`src/rtl/lsu_mem_stage.sv`:
```
// Load/store unit: byte-addressed requests to a word-addressed RAM, with read-modify-write and load extension.
// Optional macro LSU_MISALIGN_SPLIT_EN: split word-crossing accesses in two; otherwise misaligned accesses error.
`timescale 1ns/1ps

module lsu_mem_stage #(
    parameter int MEM_WORDS = 4096
) (
    input  logic        i_clk,
    input  logic        i_rst_n,
    input  logic        i_req_valid,
    output logic        o_req_ready,
    input  logic        i_req_we,
    input  logic [1:0]  i_req_size,
    input  logic        i_req_unsigned,
    input  logic [31:0] i_req_addr,
    input  logic [31:0] i_req_wdata,
    output logic        o_resp_valid,
    output logic [31:0] o_resp_rdata,
    output logic        o_resp_err,
    output logic        o_mem_we,
    output logic [31:0] o_mem_waddr,
    output logic [31:0] o_mem_wdata,
    output logic [31:0] o_mem_raddr,
    input  logic [31:0] i_mem_rdata
);

    localparam logic [31:0] LP_MEM_WORDS = 32'(MEM_WORDS);

    typedef enum logic [2:0] {
        S_IDLE,
        S_RD0,
        S_RD1,
        S_WR0,
        S_WR1,
        S_RESP
    } state_t;

    state_t      r_state;
    state_t      w_next_state;

    logic        r_we;
    logic [1:0]  r_size;
    logic        r_unsigned;
    logic [1:0]  r_off;
    logic [31:0] r_w0;
    logic [31:0] r_w1;
    logic        r_cross;
    logic        r_err;
    logic [31:0] r_wdata;
    logic [31:0] r_buf0;
    logic [31:0] r_buf1;
    logic [31:0] r_waddr_hold;
    logic [31:0] r_wdata_hold;

    logic [1:0]  w_acc_off;
    logic [31:0] w_acc_w0;
    logic [31:0] w_acc_w1;
    logic        w_acc_cross;
    logic        w_acc_split;
    logic        w_acc_misalign;
    logic        w_acc_err;
    logic        w_acc_aligned_word;

    logic [7:0]  w_lane_mask;
    logic [63:0] w_lane_data;
    logic [31:0] w_merge0;
    logic [31:0] w_merge1;
    logic [31:0] w_load_raw;
    logic [31:0] w_load_ext;

    function automatic logic [3:0] size_mask(input logic [1:0] size);
        case (size)
            2'd0:    size_mask = 4'b0001;
            2'd1:    size_mask = 4'b0011;
            default: size_mask = 4'b1111;
        endcase
    endfunction

    always_comb begin
        w_acc_off   = i_req_addr[1:0];
        w_acc_w0    = {2'b00, i_req_addr[31:2]};
        w_acc_w1    = w_acc_w0 + 32'd1;
        w_acc_cross = 1'b0;
        case (i_req_size)
            2'd0:    w_acc_cross = 1'b0;
            2'd1:    w_acc_cross = (w_acc_off == 2'd3);
            default: w_acc_cross = (w_acc_off != 2'd0);
        endcase
`ifdef LSU_MISALIGN_SPLIT_EN
        w_acc_split    = w_acc_cross;
        w_acc_misalign = 1'b0;
`else
        // A misaligned word always crosses; a halfword at an odd lane is misaligned without crossing.
        w_acc_split    = 1'b0;
        w_acc_misalign = w_acc_cross || ((i_req_size == 2'd1) && w_acc_off[0]);
`endif
        w_acc_err = (i_req_size == 2'd3)
                 || (w_acc_w0 >= LP_MEM_WORDS)
                 || (w_acc_split && (w_acc_w1 >= LP_MEM_WORDS))
                 || w_acc_misalign;
        w_acc_aligned_word = i_req_we && (i_req_size == 2'd2) && (w_acc_off == 2'd0);
    end

    // Store bytes are laid across an 8-lane window spanning w0 (lanes 0-3) and w1 (lanes 4-7).
    always_comb begin
        w_lane_mask = {4'b0000, size_mask(r_size)} << r_off;
        w_lane_data = {32'd0, r_wdata} << {r_off, 3'b000};
        w_merge0    = r_buf0;
        w_merge1    = r_buf1;
        for (int i = 0; i < 4; i++) begin
            w_merge0[8*i +: 8] = w_lane_mask[i]   ? w_lane_data[8*i +: 8]     : r_buf0[8*i +: 8];
            w_merge1[8*i +: 8] = w_lane_mask[i+4] ? w_lane_data[8*(i+4) +: 8] : r_buf1[8*i +: 8];
        end
    end

    always_comb begin
        w_load_raw = 32'({r_buf1, r_buf0} >> {r_off, 3'b000});
        case (r_size)
            2'd0:    w_load_ext = r_unsigned ? {24'd0, w_load_raw[7:0]}
                                             : {{24{w_load_raw[7]}}, w_load_raw[7:0]};
            2'd1:    w_load_ext = r_unsigned ? {16'd0, w_load_raw[15:0]}
                                             : {{16{w_load_raw[15]}}, w_load_raw[15:0]};
            default: w_load_ext = w_load_raw;
        endcase
    end

    always_comb begin
        w_next_state = r_state;
        o_req_ready  = 1'b0;
        o_resp_valid = 1'b0;
        o_resp_err   = 1'b0;
        o_resp_rdata = 32'd0;
        o_mem_we     = 1'b0;
        o_mem_raddr  = 32'd0;
        o_mem_waddr  = r_waddr_hold;
        o_mem_wdata  = r_wdata_hold;
        case (r_state)
            S_IDLE: begin
                o_req_ready = 1'b1;
                if (i_req_valid) begin
                    if (w_acc_err)               w_next_state = S_RESP;
                    else if (w_acc_aligned_word) w_next_state = S_WR0;
                    else                         w_next_state = S_RD0;
                end
            end
            S_RD0: begin
                o_mem_raddr = r_w0;
                if (r_cross)   w_next_state = S_RD1;
                else if (r_we) w_next_state = S_WR0;
                else           w_next_state = S_RESP;
            end
            S_RD1: begin
                o_mem_raddr  = r_w1;
                w_next_state = r_we ? S_WR0 : S_RESP;
            end
            S_WR0: begin
                o_mem_we     = 1'b1;
                o_mem_waddr  = r_w0;
                o_mem_wdata  = w_merge0;
                w_next_state = r_cross ? S_WR1 : S_RESP;
            end
            S_WR1: begin
                o_mem_we     = 1'b1;
                o_mem_waddr  = r_w1;
                o_mem_wdata  = w_merge1;
                w_next_state = S_RESP;
            end
            S_RESP: begin
                o_resp_valid = 1'b1;
                o_resp_err   = r_err;
                if (!r_err && !r_we) o_resp_rdata = w_load_ext;
                w_next_state = S_IDLE;
            end
            default: w_next_state = S_IDLE;
        endcase
    end

    always_ff @(posedge i_clk or negedge i_rst_n) begin
        if (!i_rst_n) begin
            r_state      <= S_IDLE;
            r_we         <= 1'b0;
            r_size       <= 2'd0;
            r_unsigned   <= 1'b0;
            r_off        <= 2'd0;
            r_w0         <= 32'd0;
            r_w1         <= 32'd0;
            r_cross      <= 1'b0;
            r_err        <= 1'b0;
            r_wdata      <= 32'd0;
            r_buf0       <= 32'd0;
            r_buf1       <= 32'd0;
            r_waddr_hold <= 32'd0;
            r_wdata_hold <= 32'd0;
        end else begin
            r_state <= w_next_state;
            if ((r_state == S_IDLE) && i_req_valid) begin
                r_we       <= i_req_we;
                r_size     <= i_req_size;
                r_unsigned <= i_req_unsigned;
                r_off      <= w_acc_off;
                r_w0       <= w_acc_w0;
                r_w1       <= w_acc_w1;
                r_cross    <= w_acc_split;
                r_err      <= w_acc_err;
                r_wdata    <= i_req_wdata;
            end
            if (r_state == S_RD0) r_buf0 <= i_mem_rdata;
            if (r_state == S_RD1) r_buf1 <= i_mem_rdata;
            // Write port holds its last address/data between write states.
            if (o_mem_we) begin
                r_waddr_hold <= o_mem_waddr;
                r_wdata_hold <= o_mem_wdata;
            end
        end
    end

endmodule

```
`config.mk`:
```
export PLATFORM = sky130hd
export DESIGN_NAME = lsu_mem_stage
export DESIGN_NICKNAME = d
export VERILOG_FILES = /design/src/rtl/lsu_mem_stage.sv
export SDC_FILE = /design/constraint.sdc
export NUM_CORES = 1
export LEC_CHECK = 0
export BUFFER_PORTS_ARGS = -buffer_cell sky130_fd_sc_hd__buf_2
export CAP_MARGIN = 10
export CORE_UTILIZATION = 50
export DETAILED_ROUTE_END_ITERATION = 10
export PLACE_DENSITY = 0.73
export SYNTH_ARGS = -nofsm -noshare
export SYNTH_HDL_FRONTEND = slang
export SYNTH_SLANG_ARGS = --single-unit
```
`constraint.sdc`:
```
create_clock -name i_clk -period 2.59 [get_ports i_clk]
set_input_delay 0.3885 -clock i_clk [delete_from_list [all_inputs] [get_ports i_clk]]
set_output_delay 0.3885 -clock i_clk [all_outputs]
set_load 0.02 [all_outputs]
```
; ---- Word level (Yosys, flattened, before mapping)
; Cells that the tools add are included.
[totals]
regBits = 232
elab_cells = 73
[classes]
shift = 3
order_cmp = 1
reduce_logical = 17
mux = 27
n_eq_ne = 11
addsub = 1
[ops]
columns = operator, n
row1 = one-hot mux 32 bit (2 select lines), 4
row2 = two-way mux 32 bit, 4
row3 = two-way mux 8 bit, 8
row4 = << shifter 32 x 5 -> 64 bit, 1
row5 = >> shifter 64 x 5 -> 32 bit, 1
row6 = "adder 30 x 1 -> 31 bit, second input constant", 1
row7 = "greater-or-equal comparator 30 x 13 -> 1 bit, second input constant", 1
row8 = two-way mux 3 bit, 3
row9 = one-hot mux 3 bit (3 select lines), 1
row10 = one-hot mux 4 bit (2 select lines), 1
row11 = << shifter 4 x 2 -> 8 bit, 1
row12 = "== test 2 bit, second input constant", 3
row13 = "== test 3 x 2 -> 1 bit, second input constant", 2
row14 = "== test 3 bit, second input constant", 2
row15 = zero test 2 bit, 3
row16 = logical AND 1 bit, 5
row17 = "== test 2 x 1 -> 1 bit, second input constant", 2
row18 = two-way mux 1 bit, 4
row19 = OR reduction 2 bit, 2
row20 = "== test 3 x 1 -> 1 bit, second input constant", 1
row21 = zero test 3 bit, 1
row22 = logical OR 1 bit, 3
row23 = zero test 1 bit, 2
row24 = two-way mux 2 bit, 1
row25 = other kinds (3), 3

; ---- Depth between registers and ports, before layout
[depth]
ltp_word = 7
depth_mapped = 8

; ---- Worst setup path before layout
; Ideal clock, no wire load.
[synth_path]
path_kind = register to output
start = register r_state[1]
end = output o_resp_rdata[21]
n_path_buf = 4
setup_slack_ps = -1
stages_incl_launch_ff = 9
required_time_ps = 2202
arrival_ps = 2202
path_cell_list = dfrtp_1 -> buf_2 -> nand3b_1 -> or3_1 -> clkbuf_1 -> or2_2 -> clkbuf_1 -> clkbuf_1 -> o21ai_0
[synth_between]
elab_chain_cells = 2
[synth_rtl]
columns = item, line
row1 = start: declaration, 38  ; state_t r_state;
row2 = start signal: assignment, 195  ; r_state <= w_next_state;
row3 = == test 3 bit, 137  ; case (r_state)
row4 = two-way mux 32 bit, 137
row5 = end: declaration, 18  ; output logic [31:0] o_resp_rdata,
; No other way between the ends.

; ---- Worst setup path after layout
[layout_path]
start = register r_off[0]
end = output o_mem_wdata[29]
[layout_between]
elab_chain_cells = 3
word_cells_on_any_way = 5
[layout_rtl]
columns = item, line
row1 = start: declaration, 44  ; logic [1:0] r_off;
row2 = start signal: assignment, 200  ; r_off <= w_acc_off;
row3 = << shifter 32 x 5 -> 64 bit / << shifter 4 x 2 -> 8 bit (equally long branches), "107, 106"
row4 = two-way mux 8 bit (on tied branches), "112, 111"
row5 = one-hot mux 32 bit (2 select lines) *, 137
row6 = end: declaration, 22  ; output logic [31:0] o_mem_wdata,
; Mark *: on every way between the ends. The rest lies on a longest branch, timed or not.

==> flow_summary.ini <==
[critical_path]
critical_path_cell_by_cell = buf_4, buf_16, o21a_1, nor2_4, buf_6, mux2i_2, o21ai_1, buf_2
cp-end-kind = primary output
cpPeakStageDelay_ns = 0.52
critical_path_buf_inv_count = 4
worstPathRequired_ns = 2.20
cp.arrival_ns = 2.47
setup.worst_path.class = reg -> out
critical_path.max_fanout = 15
critical_path_s_top_delay_family = buffers and inverters
critPathLaunchType = register
crit_slowest_cell = sky130_fd_sc_hd__dfrtp_4

[routing]
drt_wl_total_um = 40200
wire_per_inst_um = 21.5
via_per_inst = 6.13
ant_nets = 0
vias = 11500
first_pass_iters = 5
drt-initial-drc-count = 1295
post-route-drc-count = 0

[floorplanning]
initial_util_pct = 51.1
design.portCount = 235
die_y_um = 160
rows = 57
floorplan.core_area_sq_um = 24500
design.die.area_sq_um = 25700
floorplan.die.width_um = 160

[status]
outcome = complete, but fails checks
violations = negative setup slack

[timing]
post-route-worst-setup-slack_ns = -0.265
finalHoldViolCount = 0
slew-limit-headroom_pct = 59.1
worst_clock_skew_ns = 0.00861
worst_slew_pin_slew_ns = 0.608
rsz0062_at_grt = true
layout_worst_path_cycle_share_pct = 110
max_freq_mhz = 350
fin_crit_ns = 2.86
setup_viol = 63
slew_violations = 0

[clock_tree]
cts-buffers-inserted = 26
cts_num_sinks = 231
clkSlewWorstSetupHoldPaths_ns = 0.06
tritoncts = yes
cts_root_buf = sky130_fd_sc_hd__clkbuf_16
h-tree-depth = 1
worst_skew_pair.late_latency_ns = 0.53
ctsLongestPathBuffers = 3

[final_layout]
layout-area-overhead-vs-synth_pct = 30.4
final_layout_size_suffix_gt1_share_pct = 37.8
final_common_cell = sky130_fd_sc_hd__nand2_1
layout.cells.non_filler = 1870
mostFrequentLayoutCells = 336 x sky130_fd_sc_hd__nand2_1, 227 x sky130_fd_sc_hd__dfrtp_1, 188 x sky130_fd_sc_hd__buf_2
final_area_sq_um = 16300
final_nets = 1629

[power]
switching_share_pct = 43.9
power.share.combinational_pct = 54.6
clkPwrFrac_pct = 15.5
intPower_mw = 13.3
power.static_leakage_nw = 7.71
vdd.ir_drop.worst_mv = 0.831
powerDensity_nw_per_um2 = 1460
net-switching-power_mw = 10.4
p_seq_share_pct = 29.9

[place]
placedInstanceArea_sq_um = 14300
hpwl_reported_at_the_end_of_detailed_placement_um = 26900
gp_routability_congestion = 0.923
numPortBuffers = 233
place.detailed.instances = 1786

[yosys]
synthArstFlopShare_pct = 100
synth-seq-area-share_pct = 46.2
unique_cell_type_count_in_the_yosys_netlist = 54
synth.ff_latch_count = 231
post_synth_inst_count = 1275
synth_flop_cell = sky130_fd_sc_hd__dfrtp_1
synth-edff-count = 0
syn_nets = 1380
warnings_from_yosys = 0
syn_area_sq_um = 12500
syn_area_per_cell_sq_um = 9.81

[global_routing]
maximum_number_of_pins_on_one_net_before_global_route_repair = 76
global_route.usage.met1_pct = 44.1
initial_antenna_violation_count = 2
global_route.usage.total_pct = 30.3
global_route.peak_usage_layer = met1
gr-usage-met3_pct = 7.56
via_count_of_the_first_global_routing_pass = 10600
grt_remaining_overflow = 0
grt_first_pass_wirelength_um = 60500
grt_util_met2_pct = 44.0

[hold_path]
hp-class = in -> reg

[flow_run]
cap_viol_max_count = 0
synth_stat cells (14+ instances only):
master	count	area share, %
sky130_fd_sc_hd__mux2_2	66	5.9
sky130_fd_sc_hd__dfrtp_1	231	46
sky130_fd_sc_hd__buf_2	16	0.64
sky130_fd_sc_hd__nor2_1	31	0.93
sky130_fd_sc_hd__a22oi_1	38	2.3
sky130_fd_sc_hd__o221ai_1	48	3.4
sky130_fd_sc_hd__a22o_1	32	2.2
sky130_fd_sc_hd__o2bb2ai_1	16	1.1
sky130_fd_sc_hd__a21oi_1	19	0.76
sky130_fd_sc_hd__mux4_2	31	5.6
sky130_fd_sc_hd__inv_1	22	0.66
sky130_fd_sc_hd__o21ai_0	64	2.6
sky130_fd_sc_hd__a31oi_1	14	0.70
sky130_fd_sc_hd__nand2_1	347	10
sky130_fd_sc_hd__mux2i_1	76	6.1
sky130_fd_sc_hd__nand3_1	18	0.72
sky130_fd_sc_hd__clkbuf_1	71	2.1
what timing repair did:
| item | 4_1_cts | 5_1_grt |
|---|---|---|
| pin swaps | 15 | 11 |
| setup endpoints to repair | 86 | 87 |
| cloned | 2 | 3 |
| setup buffers | 10 | 19 |
| resized for setup | 109 | 120 |
| endpoints found under the hold margin | 69 | 0 |
| hold buffers | 1 | 0 |
final timing paths:
kind | startpoint | endpoint | slack [ns] | depth (start not counted)
setup / recovery | r_off[0] | o_mem_wdata[29] | -0.27 | 8
hold / removal | i_req_wdata[1] | r_wdata[1] | 0.04 | 3
setup reg to reg | r_off[0] | r_wdata_hold[21] | 0.60 | 7
hold reg to reg | r_waddr_hold[14] | r_waddr_hold[14] | 0.47 | 2
max in group asynchronous | i_rst_n | r_wdata_hold[24] | 1.39 | 3
min in group asynchronous | i_rst_n | r_buf1[11] | 0.44 | 2
cells by family (layout without fill, tap and decap cells):
family	after synthesis	count (layout)	synth area share [%]
adders and majority gates	2	2	0.200
AOI/OAI and AO/OA	257	257	14.7
buffers and inverters	123	392	3.95
xor gates and xnor gates	14	14	0.980
DFF	231	231	46.2
muxes	174	174	17.7
and+or+nand+nor	473	473	16.3
other	1	3	0.0300
registers in the layout, summed over array words and instances (netlist names), 2 cells and up:
register / count
r_buf0: 32
r_w1: 31
r_waddr_hold: 32
r_wdata_hold: 32
r_size: 2
r_wdata: 32
r_off: 2
r_w0: 30
r_state: 3
r_buf1: 32
routing by layer:
layer	routed length (um)	up-vias	part of all wire, %
met1	17000	5628	42
met3	4380	83	11
met5	0	-	0
met2	17600	653	44
met4	1240	0	3.1
li1	-	5108	-
worst register-to-register path, stage by stage (launching register included):
cell,delay (ns)
sky130_fd_sc_hd__dfrtp_4,0.52
sky130_fd_sc_hd__a21oi_1,0.41
sky130_fd_sc_hd__mux2i_4,0.17
sky130_fd_sc_hd__buf_6,0.18
sky130_fd_sc_hd__mux2i_4,0.19
sky130_fd_sc_hd__buf_4,0.15
sky130_fd_sc_hd__buf_4,0.12
sky130_fd_sc_hd__o221ai_1,0.16
layout make-up:
type                            instances  area [sq um]
Sequential cell                       231          5790
Timing Repair Buffer                  321          2270
Clock buffer                           40           795
Multi-Input combinational cell        921          6910
Antenna cell                            2          5.00
Inverter                               23          86.3
Fill cell                            1839          8140
Tap cell                              324           405
Clock inverter                          8          65.1
power by group through the flow:
stage / combinational, mW / clock (mW) / sequential (mW)
detailed placement: 10.4 / 0 / 6.83
global route: 13.8 / 3.90 / 7.22
CTS: 11.7 / 3.72 / 6.85
floorplan: 7.48 / 0 / 6.08
finish: 13.0 / 3.69 / 7.10
global placement: 10.3 / 0 / 6.76
per-stage QoR:
step	setup slack (ns)	hold slack [ns]	utilization [%]	setup TNS, ns	power (mW)
after detailed placement	0.144	0.421	58.3	0	17.3
after global routing	-0.334	0.0406	66.7	-12.65	24.9
after floorplan	-0.000692	0.0929	-	-0.00692	13.6
after global placement	0.194	0.418	58.3	0	17.0
after CTS	-0.220	0.0371	64.3	-8.17	22.2
final	-0.265	0.0434	66.7	-8.12	23.8
(Power assumes the default switching activity.)
